`src/rtl/regfile_alu_core.sv`:
```
// rtl/regfile_alu_core.sv - 16x32 register file with combinational 13-op ALU and registered compare flags
module regfile_alu_core #(
    parameter int WIDTH = 32,
    parameter int DEPTH = 16,
    localparam int AW   = $clog2(DEPTH),
    localparam int SW   = $clog2(WIDTH)
) (
    input  logic             clk,
    input  logic             rst,
    input  logic             wr_en,
    input  logic [AW-1:0]    wr_addr,
    input  logic [WIDTH-1:0] wr_data,
    input  logic [AW-1:0]    rd_addr1,
    output logic [WIDTH-1:0] rd_data1,
    input  logic [AW-1:0]    rd_addr2,
    output logic [WIDTH-1:0] rd_data2,
    input  logic [12:0]      alu_op,
    input  logic [WIDTH-1:0] alu_a,
    input  logic [WIDTH-1:0] alu_b,
    output logic [WIDTH-1:0] alu_result,
    output logic             flag_gt,
    output logic             flag_et
);

    localparam logic [WIDTH-1:0] ONE = {{(WIDTH-1){1'b0}}, 1'b1};

    logic [WIDTH-1:0] regs [DEPTH];

    always_ff @(posedge clk or negedge rst) begin
        if (!rst) begin
            for (int i = 0; i < DEPTH; i++) begin
                regs[i] <= '0;
            end
        end else if (wr_en) begin
            regs[wr_addr] <= wr_data;
        end
    end

    assign rd_data1 = regs[rd_addr1];
    assign rd_data2 = regs[rd_addr2];

    // Division runs on magnitudes so MIN / -1 wraps naturally instead of overflowing.
    logic [WIDTH-1:0] abs_a, abs_b, div_den, uquo, urem, quo, rem;
    logic [SW-1:0]    shamt;

    assign abs_a   = alu_a[WIDTH-1] ? -alu_a : alu_a;
    assign abs_b   = alu_b[WIDTH-1] ? -alu_b : alu_b;
    assign div_den = (alu_b == '0) ? ONE : abs_b;
    assign uquo    = abs_a / div_den;
    assign urem    = abs_a % div_den;
    assign shamt   = alu_b[SW-1:0];

    always_comb begin
        quo = (alu_a[WIDTH-1] ^ alu_b[WIDTH-1]) ? -uquo : uquo;
        rem = alu_a[WIDTH-1] ? -urem : urem;
        if (alu_b == '0) begin
            quo = '1;
            rem = alu_a;
        end
    end

    // Lowest set bit of alu_op wins.
    always_comb begin
        alu_result = '0;
        if      (alu_op[0])  alu_result = alu_a + alu_b;
        else if (alu_op[1])  alu_result = alu_a - alu_b;
        else if (alu_op[2])  alu_result = '0;
        else if (alu_op[3])  alu_result = alu_a * alu_b;
        else if (alu_op[4])  alu_result = quo;
        else if (alu_op[5])  alu_result = rem;
        else if (alu_op[6])  alu_result = alu_a << shamt;
        else if (alu_op[7])  alu_result = alu_a >> shamt;
        else if (alu_op[8])  alu_result = $unsigned($signed(alu_a) >>> shamt);
        else if (alu_op[9])  alu_result = alu_a | alu_b;
        else if (alu_op[10]) alu_result = alu_a & alu_b;
        else if (alu_op[11]) alu_result = ~alu_b;
        else if (alu_op[12]) alu_result = alu_b;
    end

    logic cmp_sel;
    assign cmp_sel = alu_op[2] & ~alu_op[1] & ~alu_op[0];

    always_ff @(posedge clk or negedge rst) begin
        if (!rst) begin
            flag_gt <= 1'b0;
            flag_et <= 1'b0;
        end else if (cmp_sel) begin
            flag_gt <= $signed(alu_a) > $signed(alu_b);
            flag_et <= alu_a == alu_b;
        end
    end

endmodule

```
`config.mk`:
```
export PLATFORM = sky130hd
export DESIGN_NAME = regfile_alu_core
export DESIGN_NICKNAME = d
export VERILOG_FILES = /design/src/rtl/regfile_alu_core.sv
export SDC_FILE = /design/constraint.sdc
export NUM_CORES = 2
export LEC_CHECK = 0
export BUFFER_PORTS_ARGS = -buffer_cell sky130_fd_sc_hd__buf_2
export CAP_MARGIN = 5
export CELL_PAD_IN_SITES_DETAIL_PLACEMENT = 0
export CELL_PAD_IN_SITES_GLOBAL_PLACEMENT = 1
export CORE_ASPECT_RATIO = 1.4
export CORE_MARGIN = 4
export CORE_UTILIZATION = 50
export CTS_BUF_LIST = sky130_fd_sc_hd__clkbuf_2
export DETAILED_ROUTE_END_ITERATION = 7
export PLACE_DENSITY_LB_ADDON = 0.2
export SETUP_SLACK_MARGIN = 0.4
export SYNTH_ARGS = -nofsm -noshare
export SYNTH_HDL_FRONTEND = slang
export SYNTH_SLANG_ARGS = --single-unit
```
`constraint.sdc`:
```
create_clock -name clk -period 259.7 [get_ports clk]
set_input_delay 12.985 -clock clk [delete_from_list [all_inputs] [get_ports clk]]
set_output_delay 12.985 -clock clk [all_outputs]
set_load 0.005 [all_outputs]
```
==> flow_metrics.tcl <==
set metrics [dict create \
    status "complete, but fails checks" \
    failed_checks "max-capacitance violations, max-slew violations" \
    ys_warn_count 0 \
    setup.worst_path.end_class "output pin" \
    root_buffer "clkbuf_2" \
    p_switching_mw 0.7482 \
    post_cts_buffers 0 \
    critPathMaxStageDelay_ns 1.13 \
    finalSetupViolCount 0 \
    ys_types 113 \
    cts_made_buffers 109 \
    wl_um 426200 \
    core_area_um2 170000 \
    boundaryPins 222 \
    async_reset_ff_share_pct 100.0 \
    syn-cell-area_um2 85500 \
    max-slew-margin-rel_pct -1.125 \
    min_path_type "reg -> reg" \
    worstMarginPinSlew_ns 1.515 \
    final_nets 11320 \
    antenna_found_initial 46 \
    drive_gt1_share_pct 17.29 \
    power.density_nw_per_um2 13.94 \
    cp.arrival_ns 115.28 \
    clock-sinks 514 \
    ys_ff_latch 514 \
    firstDrtPassIters 7 \
    cts_buffer_depth 3 \
    p_seq_share_pct 8.9 \
    drcViolationCount 0 \
    drv_cap 1 \
    synth_edf_count 0 \
    syn_to_final_growth_pct 5.965 \
    synth_seq_area_share_pct 15.04 \
    gr-total-overflow 0 \
    grt_max_degree 197 \
    rows 179 \
    switching_share_pct 59.25 \
    period_share_pct 49.39 \
    p_leak_nw 41.19 \
    mostFrequentLayoutCell "nand2_1" \
    io_buffers 221 \
    worstSetupStartpointType "primary input" \
    layout_common_cells "nand2_1 (1,098), nor2_1 (904), ha_1 (754), inv_1 (720), a21oi_1 (631)" \
    fillerInstances 15990 \
    total_power_mw 1.263 \
    die_h_um 497.3 \
    vias 86190 \
    hold_violations 0 \
    p_clk_share_pct 4.1 \
    fmax_mhz 7.796 \
    wl_per_cell_um 34.36 \
    grt_pass1_vias 86590 \
    rsz0062_at_grt "false" \
    grt_pass1_wl_um 606700 \
    vdd_ir_drop_max_v 0.00008356 \
    syn_avg_cell_area_um2 8.513 \
    syn_inst 10040 \
    combinationalPowerShare_pct 87.0 \
    routabilityCongestion 1.123 \
    dieWidth_um 357.5 \
    required_ns 246.71 \
    grt_usage_pct 47.12 \
    ant_nets 0 \
    cts_hold_buf 0 \
    fin_tns_setup_ns 0 \
    worst_skew_pair.late_latency_ns 1.35 \
    initial_core_util_pct 50.30 \
    p_int_mw 0.5145 \
    clock_skew_ns 0 \
    dieArea_um2 177800 \
    worstSetupPathType "in -> out" \
    synthFlopType "dfrtp_1" \
    rr_worst_depth 1 \
    final-max-slew-violation-count 7 \
    holdPathStages 1 \
    synthesis.nets 11330 \
    clkTransAtPathRegs_ns 0.11 \
    cts_tree "done" \
    critPathMaxFanout 40 \
    place_hpwl_um 317600 \
    min_period_ns 128.27 \
    cp_slowest_cell "a221oi_1" \
    htree_levels 3 \
    crit_top_cell "ha_1" \
    viasPerCell 6.948 \
    post_cts_resized 0 \
    drtIter0Drc 10040 \
]
==> per-stage QoR <==
step	utilization [%]	instances	hold WS [ns]	area (µm²)	setup slack, ns
final	53.30	12400	0.5335	90600	131.44
after detailed placement	52.56	12180	0.5094	89350	134.90
after floorplan	-	10040	0.4715	85500	151.91
after global routing	53.25	12380	0.5528	90520	126.64
after CTS	53.14	12360	0.5346	90340	134.60
after global placement	52.56	12170	0.4987	89340	136.44
==> critical path, delay by kind of cell <==
kind | cells | cell delay (ns)
adder cells (fa/ha/maj) | 31 | 10.69
AO/OA/AOI/OAI | 158 | 47.93
multiplexers | 4 | 1.45
AND/OR/NAND/NOR | 102 | 35.71
XOR/XNOR | 1 | 0.24
buffers and inverters | 27 | 5.81
==> per-layer routing <==
layer	up-vias	part of all wire, %	GRT usage, %
met1	42090	32	49.20
met5	-	0.063	0.2192
met4	34	13	48.12
met3	2284	9.6	13.72
li1	36150	-	-
met2	5629	45	73.70
==> power by group through the flow <==
stage               clock network (mW)  registers [mW]  logic (mW)
floorplan                            0           0.108       0.642
global placement                     0           0.110        1.01
detailed placement                   0           0.113        1.02
CTS                             0.0534           0.112        1.02
global route                    0.0568           0.114        1.14
finish                          0.0520           0.112        1.10
==> final cells by class <==
type | count | area, µm² | share of cell area, %
Multi-Input combinational cell | 8209 | 68030 | 75.09
Sequential cell | 514 | 12860 | 14.20
Timing Repair Buffer | 461 | 3023 | 3.337
Tap cell | 2262 | 2830 | 3.124
Inverter | 740 | 2778 | 3.066
Clock buffer | 159 | 795.8 | 0.8784
Clock inverter | 24 | 192.7 | 0.2127
Antenna cell | 35 | 87.58 | 0.09667
==> worst paths after layout <==
kind	startpoint	slack [ns]	end
max	alu_b[5]	131.44	alu_result[27]
max reg2reg	flag_et	258.83	flag_et
max in group asynchronous	rst	245.14	regs[190]
min in group asynchronous	rst	11.91	regs[42]
min	regs[318]	0.53	regs[318]
min reg2reg	regs[318]	0.53	regs[318]
==> synthesized netlist by cell type, types with 26 or more instances <==
cell type / instances / share of area (%)
nor2_1: 918 / 4.0
fa_1: 411 / 9.6
a31oi_1: 120 / 0.88
and3_1: 63 / 0.46
a221oi_1: 28 / 0.29
ha_1: 754 / 11
o22ai_1: 56 / 0.41
nor3_1: 218 / 1.3
a211oi_1: 99 / 0.87
inv_1: 720 / 3.2
nor2b_1: 68 / 0.50
o21a_1: 119 / 1.0
o41ai_1: 26 / 0.27
o211ai_1: 104 / 0.91
and2_1: 33 / 0.24
buf_1: 142 / 0.62
o221ai_1: 27 / 0.28
o21bai_1: 56 / 0.49
a21o_1: 212 / 1.9
or2_2: 52 / 0.38
dfrtp_1: 514 / 15
nand3_1: 171 / 1.0
mux2_2: 558 / 7.3
mux4_2: 336 / 8.9
or3_1: 84 / 0.61
nor4_1: 38 / 0.28
nand2_1: 1100 / 4.8
xor2_1: 204 / 2.1
xnor2_1: 416 / 4.3
o31ai_1: 67 / 0.59
a21oi_1: 636 / 3.7
clkbuf_1: 408 / 1.8
mux2i_1: 118 / 1.4
nand2b_1: 62 / 0.45
a211o_1: 32 / 0.33
nand4_1: 67 / 0.49
o21ai_0: 474 / 2.8
==> sequential cells by signal, summed over array words and instances (netlist names) <==
name / count
regs: 512
flag_et: 1
flag_gt: 1
==> cells by family after synthesis <==
group,Yosys count,share of synthesized area [%]
XOR/XNOR,621,6.370
adder cells (fa/ha/maj),1165,20.66
AND/OR/NAND/NOR,2998,15.94
buffers and inverters,1320,5.868
multiplexers,1012,17.58
flip-flops,514,15.04
AO/OA/AOI/OAI,2413,18.53
No activity file was read; power rests on OpenSTA's default activity.
